### src/rtl/vector_division_dispatch_pkg.sv
// Shared vector-unit types used by the division dispatch sequencer.
package vector_division_dispatch_pkg;

  localparam int VLEN           = 128;
  localparam int VRF_ADDR_WIDTH = 5;

  typedef enum logic [1:0] {DIV_DIVU, DIV_DIV, DIV_REMU, DIV_REM} div_op_t;
  typedef enum logic [1:0] {SEW_8, SEW_16, SEW_32, SEW_64}        sew_t;

  // Operation, element width and sign control carried with each command.
  typedef struct packed {
    div_op_t op;
    sew_t    sew;
  } execution_vector_t;

  typedef enum logic [2:0] {IDLE, READ, ISSUE, WAIT, WRITE} vdd_state_t;

endpackage

### src/rtl/vector_division_dispatch.sv
// Sequencer: accept a divide command, read both VRF sources, present them
// to the division unit for one cycle, wait out its latency, write back.
module vector_division_dispatch
  import vector_division_dispatch_pkg::*;
#(
  parameter int LAT = 2
) (
  input  logic                      clock,
  input  logic                      reset_n,
  input  logic                      flush,
  input  logic                      cmd_valid,
  output logic                      cmd_ready,
  input  execution_vector_t         cmd_execution_vector,
  input  logic [VRF_ADDR_WIDTH-1:0] cmd_vs2_addr,
  input  logic [VRF_ADDR_WIDTH-1:0] cmd_vs1_addr,
  input  logic [VRF_ADDR_WIDTH-1:0] cmd_vd_addr,
  output logic                      vrf_rd_en,
  output logic [VRF_ADDR_WIDTH-1:0] vrf_rd_addr_a,
  output logic [VRF_ADDR_WIDTH-1:0] vrf_rd_addr_b,
  input  logic [VLEN-1:0]           vrf_rd_data_a,
  input  logic [VLEN-1:0]           vrf_rd_data_b,
  output execution_vector_t         div_execution_vector,
  output logic [VLEN-1:0]           div_vs2,
  output logic [VLEN-1:0]           div_vs1,
  input  logic [VLEN-1:0]           div_vd,
  output logic                      vrf_wr_en,
  output logic [VRF_ADDR_WIDTH-1:0] vrf_wr_addr,
  output logic [VLEN-1:0]           vrf_wr_data,
  output logic                      busy,
  output logic                      done
);

  // WAIT exits when the counter hits LAT-2; unused when LAT == 1.
  localparam logic [3:0] WAIT_LAST = (LAT >= 2) ? 4'(LAT - 2) : 4'd0;

  vdd_state_t                state_q, state_nxt;
  execution_vector_t         ev_q;
  logic [VRF_ADDR_WIDTH-1:0] vs2_q, vs1_q, vd_q;
  logic [3:0]                cnt_q;

  // State register, command latches and wait counter.
  always_ff @(posedge clock or negedge reset_n) begin
    if (!reset_n) begin
      state_q <= IDLE;
      ev_q    <= '0;
      vs2_q   <= '0;
      vs1_q   <= '0;
      vd_q    <= '0;
      cnt_q   <= '0;
    end else begin
      state_q <= state_nxt;
      if (state_q == IDLE && cmd_valid && !flush) begin
        ev_q  <= cmd_execution_vector;
        vs2_q <= cmd_vs2_addr;
        vs1_q <= cmd_vs1_addr;
        vd_q  <= cmd_vd_addr;
      end
      if (state_q == ISSUE)     cnt_q <= '0;
      else if (state_q == WAIT) cnt_q <= cnt_q + 4'd1;
    end
  end

  // Next-state and per-state outputs; everything idles at zero by default.
  always_comb begin
    state_nxt            = state_q;
    cmd_ready            = 1'b0;
    vrf_rd_en            = 1'b0;
    vrf_rd_addr_a        = '0;
    vrf_rd_addr_b        = '0;
    div_execution_vector = '0;
    div_vs2              = '0;
    div_vs1              = '0;
    vrf_wr_en            = 1'b0;
    vrf_wr_addr          = '0;
    vrf_wr_data          = '0;
    done                 = 1'b0;
    busy                 = (state_q != IDLE);
    case (state_q)
      IDLE: begin
        cmd_ready = !flush;
        if (cmd_valid) state_nxt = READ;
      end
      READ: begin
        vrf_rd_en     = 1'b1;
        vrf_rd_addr_a = vs2_q;
        vrf_rd_addr_b = vs1_q;
        state_nxt     = ISSUE;
      end
      ISSUE: begin
        // Read data lands this cycle; the unit samples it at the closing edge.
        div_execution_vector = ev_q;
        div_vs2              = vrf_rd_data_a;
        div_vs1              = vrf_rd_data_b;
        state_nxt            = (LAT == 1) ? WRITE : WAIT;
      end
      WAIT: begin
        if (cnt_q == WAIT_LAST) state_nxt = WRITE;
      end
      WRITE: begin
        vrf_wr_en   = 1'b1;
        vrf_wr_addr = vd_q;
        vrf_wr_data = div_vd;
        done        = 1'b1;
        state_nxt   = IDLE;
      end
      default: state_nxt = IDLE;
    endcase
    // Abort wins over everything, including a command offered in IDLE.
    if (flush) state_nxt = IDLE;
  end

endmodule

### config.mk
export PLATFORM = sky130hd
export DESIGN_NAME = vector_division_dispatch
export DESIGN_NICKNAME = d
export VERILOG_FILES = /design/src/rtl/vector_division_dispatch_pkg.sv /design/src/rtl/vector_division_dispatch.sv
export SDC_FILE = /design/constraint.sdc
export NUM_CORES = 1
export LEC_CHECK = 0
export CORE_AREA = 10 10 313 315
export DETAILED_ROUTE_END_ITERATION = 10
export DIE_AREA = 0 0 323 325
export SYNTH_ARGS = -nofsm -noshare
export SYNTH_HDL_FRONTEND = slang
export SYNTH_SLANG_ARGS = --single-unit
### constraint.sdc
create_clock -name clock -period 2.1 [get_ports clock]
set_input_delay 0.42 -clock clock [delete_from_list [all_inputs] [get_ports clock]]
set_output_delay 0.42 -clock clock [all_outputs]
set_load 0.1 [all_outputs]
# --- Word level (Yosys, flattened, before mapping) ---
# Index checks and enable logic that the tools add are counted.
word_totals:
  reg_bits: 26
  output_inout_bits: 408
  wordCells: 38
classes:
  n_addsub: 1
  eq_ne: 6
  n_mux: 16
  n_reduce_logical: 8
op_table:
  columns: ["op", "n"]
  rows:
  - ["$mux W128", 3]
  - ["$mux W5", 3]
  - ["$mux W4", 3]
  - ["$pmux W3 S4", 1]
  - ["$mux W3", 3]
  - ["$eq A3 B2 Y1 const B", 2]
  - ["$add A4 B1 Y4 const B", 1]
  - ["$logic_not A4 Y1", 1]
  - ["$eq A3 B1 Y1 const B", 1]
  - ["$eq A3 B3 Y1 const B", 1]
  - ["$logic_not A3 Y1", 1]
  - ["$mux W1", 3]
  - ["$ne A3 B2 Y1 const B", 1]
  - ["$ne A3 B3 Y1 const B", 1]
  - ["$reduce_bool A3 Y1", 1]
  - ["$logic_and A1 B1 Y1", 2]
  - ["$reduce_and A2 Y1", 1]
  - ["$reduce_bool A2 Y1", 1]
  - ["$logic_not A1 Y1", 1]

# --- Depth between registers and ports, before layout ---
depth:
  word_depth: 4
  mapped_depth: 6
  mapped_depth_nobuf: 5

# --- Worst setup path before layout ---
# OpenSTA, ideal clock, no wires.
synth_timing:
  path_type: "reg2out"
  from: "register state_q[0]"
  to: "output port vrf_rd_addr_a[0]"
  t_arrival_ps: 2687
  setup_slack_ps: -1007
  path_stages_with_launch: 5
  path_buffers: 2
  path_cell_list: "dfrtp_1 buf_2 nor3b_1 clkbuf_1 and2_1"
synth_between:
  elab_chain_cells: 2
synth_rtl:
  columns: ["item", "line_no", "text"]
  rows:
  - ["start, declared", "vector_division_dispatch.sv:36", "vdd_state_t state_q, state_nxt;"]
  - ["start signal, assigned", "vector_division_dispatch.sv:51", "state_q <= state_nxt;"]
  - ["$eq A3 B1 Y1", "vector_division_dispatch.sv:78", "case (state_q)"]
  - ["$mux W5", "vector_division_dispatch.sv:78", null]
  - ["end, declared", "vector_division_dispatch.sv:18", "output logic [VRF_ADDR_WIDTH-1:0] vrf_rd_addr_a,"]
# Every way passes these cells.

# --- Worst setup path after layout ---
layout_timing:
  from: "register state_q[2]"
  to: "output port div_vs1[97]"
layout_between:
  elab_chain_cells: 2
layout_rtl:
  columns: ["item", "line_no", "text"]
  rows:
  - ["$eq A3 B2 Y1", "vector_division_dispatch.sv:78", null]
  - ["$mux W128", "vector_division_dispatch.sv:78", null]
  - ["end, declared", "vector_division_dispatch.sv:24", "output logic [VLEN-1:0] div_vs1,"]
# Every way passes these cells.

==> parameters.txt <==
Parameter                              Value

Logic synthesis
  Number of enable flip-flop cells after synthesis    0
  Dominant synthesized flop cell    sky130_fd_sc_hd__dfrtp_1
  Async S/R FF share, synth    1.00
  Post-synthesis instance total    545
  Yosys warnings    0
  Yosys cell types    27
  Net count after synthesis    954
  Post-synthesis register bit count    26
  Post-synthesis instance area    3940 um^2
  Average cell area after synthesis    7.23 um^2
  Sequential cell area fraction in the yosys report    0.165

Routing
  Routed wire length    67400 um
  DRC violations left    0
  Avg WL per Cell    26.5 um
  Number of detailed-route iterations in the first pass    4
  Vias    7432
  Iteration-0 DRC count of the detailed router    259
  Vias per Instance    2.93
  Remaining antenna violation count after routing    0

Final layout
  Count of filler cells inserted in the layout    9923
  Area growth from synthesis to layout    375%
  Total Nets Final    1751
  Number of non-filler instances in the completed layout    2539
  Share of final-layout standard cells stronger than drive strength 1    0.655
  Post-route standard cell area excluding fillers    18700 um^2
  Final standard cell utilization of the core    0.205
  Commonest cells after routing, fill and taps aside    sky130_fd_sc_hd__buf_12, sky130_fd_sc_hd__clkdlybuf4s50_1, sky130_fd_sc_hd__and2_2
  Most common cell after layout, fill and taps aside    sky130_fd_sc_hd__buf_12

Timing
  Total negative slack    -63040 ps
  Worst slew margin    0.715
  Final clock period utilization by the worst path    1.11
  RSZ-0062 raised after global routing    true
  Count of pins over their slew limit    0
  Max Fclk    428 MHz
  Measured slew at the worst slew-check pin    428 ps
  Min Clock Period, post-route    2340 ps
  Worst-case setup margin in the final layout    -236 ps
  Number of hold violations in the final report    0
  Layout Skew    23.5 ps
  Setup violation total in the final timing report    404
  Post-Route Hold Slack    122 ps

Global routing
  Sum of overflow across all layers after global routing    0
  Pin count of the biggest net entering global routing    118
  Number of global-route vias before repair    7702
  Antenna violations before repair    77
  Global-route total usage across every layer    0.120
  Global-route wire length before repair    83900 um

Die
  Die Y    325 um
  Num rows    111
  Die width    323 um
  Starting density of the core    0.0431
  Die area    105000 um^2
  Core Footprint    91400 um^2
  # IOs    815

Placement
  Placer's final routability congestion estimate    0.906
  Placed wire-length estimate after detailed placement    61800 um
  Post-DP Area    18200 um^2
  I/O Buffers    814
  Worst slack at placement    -16.4 ps
  Placed Instances    2507

Clock tree
  CTS sink count    26
  Clock buffer depth    2
  H-tree lvl count    1
  Clock input transition at the sequential cells of the worst setup and hold paths    110 ps
  Number of hold buffers added after cts    0
  Clock latency reported for the late side of the worst-skew pair    300 ps
  Clock tree from TritonCTS    yes
  Cell at the root of the clock tree    sky130_fd_sc_hd__clkbuf_16
  CTS Buf Count    3

Worst setup path
  First element of the critical path    state_q[2]
  Critical R2R Launch    state_q[0]
  Endpoint class of the critical path    primary output
  Required time reported for the critical path endpoint    1680 ps
  Maximum fanout along the worst path    43
  Worst Setup Start Kind    register
  Kind of critical path    reg -> out
  Endpoint arrival time on the critical path    1920 ps
  Number of cells on the worst reg-to-reg path    5

Power and ir drop
  Worst vdd rail ir drop    0.000359 V
  Power density over the cells    568 nW/um^2
  Total power    10.6 mW
  Relative contribution of combinational cells to total power    0.875
  Cell internal power dissipation    4.60 mW
  Share of total power consumed by net switching    0.568
  Switching power of the nets    6.04 mW
  Clock network power share    0.053
  Sequential share of power    0.071
  Leak pwr    7.62 nW

Status
  Violated checks    negative setup slack
  Outcome    complete, but fails checks

Job
  Number of violations of the max-capacitance limit    0

Hold path
  Worst min-delay path category    in -> async
per-layer routing:
metal / vias up / track usage / part of all wire
met3: 101 / 0.0792 / 0.16
met2: 523 / 0.183 / 0.43
met4: 72 / 0.00960 / 0.0085
met5: - / 0 / 0.0066
li1: 3365 / - / -
met1: 3371 / 0.144 / 0.39
cell usage after synthesis, drive strengths merged, types with 3 or more instances:
library cell  instances  share of area
clkbuf               35          0.033
nand2b                3         0.0048
nor3b                 3         0.0057
nand3                 3         0.0038
and3                134           0.21
dfrtp                26           0.17
nor2                  3         0.0054
and2                271           0.43
o21ai                 3         0.0038
inv                   3         0.0029
buf                  27          0.038
mux2                 19          0.064
nand2                 6         0.0076
flip-flops by register name (all words and copies together) (netlist names):
| register | count |
|---|---|
| vs1_q | 5 |
| ev_q | 4 |
| vd_q | 5 |
| state_q | 3 |
| vs2_q | 5 |
| cnt_q | 4 |
timing repair:
| action | 4_1_cts | 5_1_grt |
|---|---|---|
| resized for setup | 21 | 19 |
| gates cloned | 2 | 7 |
| setup buffers | 3 | 5 |
| pin swaps | 9 | 7 |
| endpoints found under the hold margin | 0 | 0 |
| setup endpoints to repair | 408 | 408 |
worst paths after layout:
check                         endpoint  slack, ps
max in group asynchronous     vs2_q[3]       1650
min in group clock            vs2_q[0]        500
setup reg to reg               vd_q[3]        320
hold / removal                 vd_q[4]        120
setup / recovery           div_vs1[97]       -240
hold reg to reg               vs2_q[0]        500
worst max-delay path, stage by stage (launching register included):
cell	delay (ps)
sky130_fd_sc_hd__dfrtp_4	490
sky130_fd_sc_hd__nand2b_4	160
sky130_fd_sc_hd__nor2_4	170
sky130_fd_sc_hd__buf_12	180
sky130_fd_sc_hd__buf_16	190
sky130_fd_sc_hd__and2_2	200
sky130_fd_sc_hd__buf_12	170
cells by family (layout without fill, tap and decap cells):
| group | count (synthesis) | count (layout) | share of synthesized area |
|---|---|---|---|
| adder cells (fa/ha/maj) | 2 | 2 | 0.00635 |
| buffers and inverters | 65 | 861 | 0.0740 |
| multiplexers | 19 | 19 | 0.0638 |
| flip-flops | 26 | 26 | 0.165 |
| AO/OA/AOI/OAI | 5 | 5 | 0.00825 |
| other | 0 | 12 | 0 |
| AND/OR/NAND/NOR | 428 | 428 | 0.683 |
power by group through the flow:
stage / Sequential [mW] / Clock, mW / Combinational (mW)
after floorplan: 0.713 / 0 / 5.11
after global routing: 0.782 / 0.602 / 9.65
after global placement: 0.768 / 0 / 9.10
after detailed placement: 0.766 / 0 / 9.12
after CTS: 0.762 / 0.581 / 9.26
final: 0.759 / 0.568 / 9.31
final cells by class:
cell class	count	area (um^2)	share of cell area
multi-input cells	454	3560	0.190
repair buffers	854	12900	0.689
inverters	3	11.3	0.000602
flip-flops and latches	26	656	0.0350
clock buffers	4	88.8	0.00475
well taps	1186	1480	0.0793
diodes	12	30.0	0.00160
Note: power is estimated with default switching activity, not from simulation.
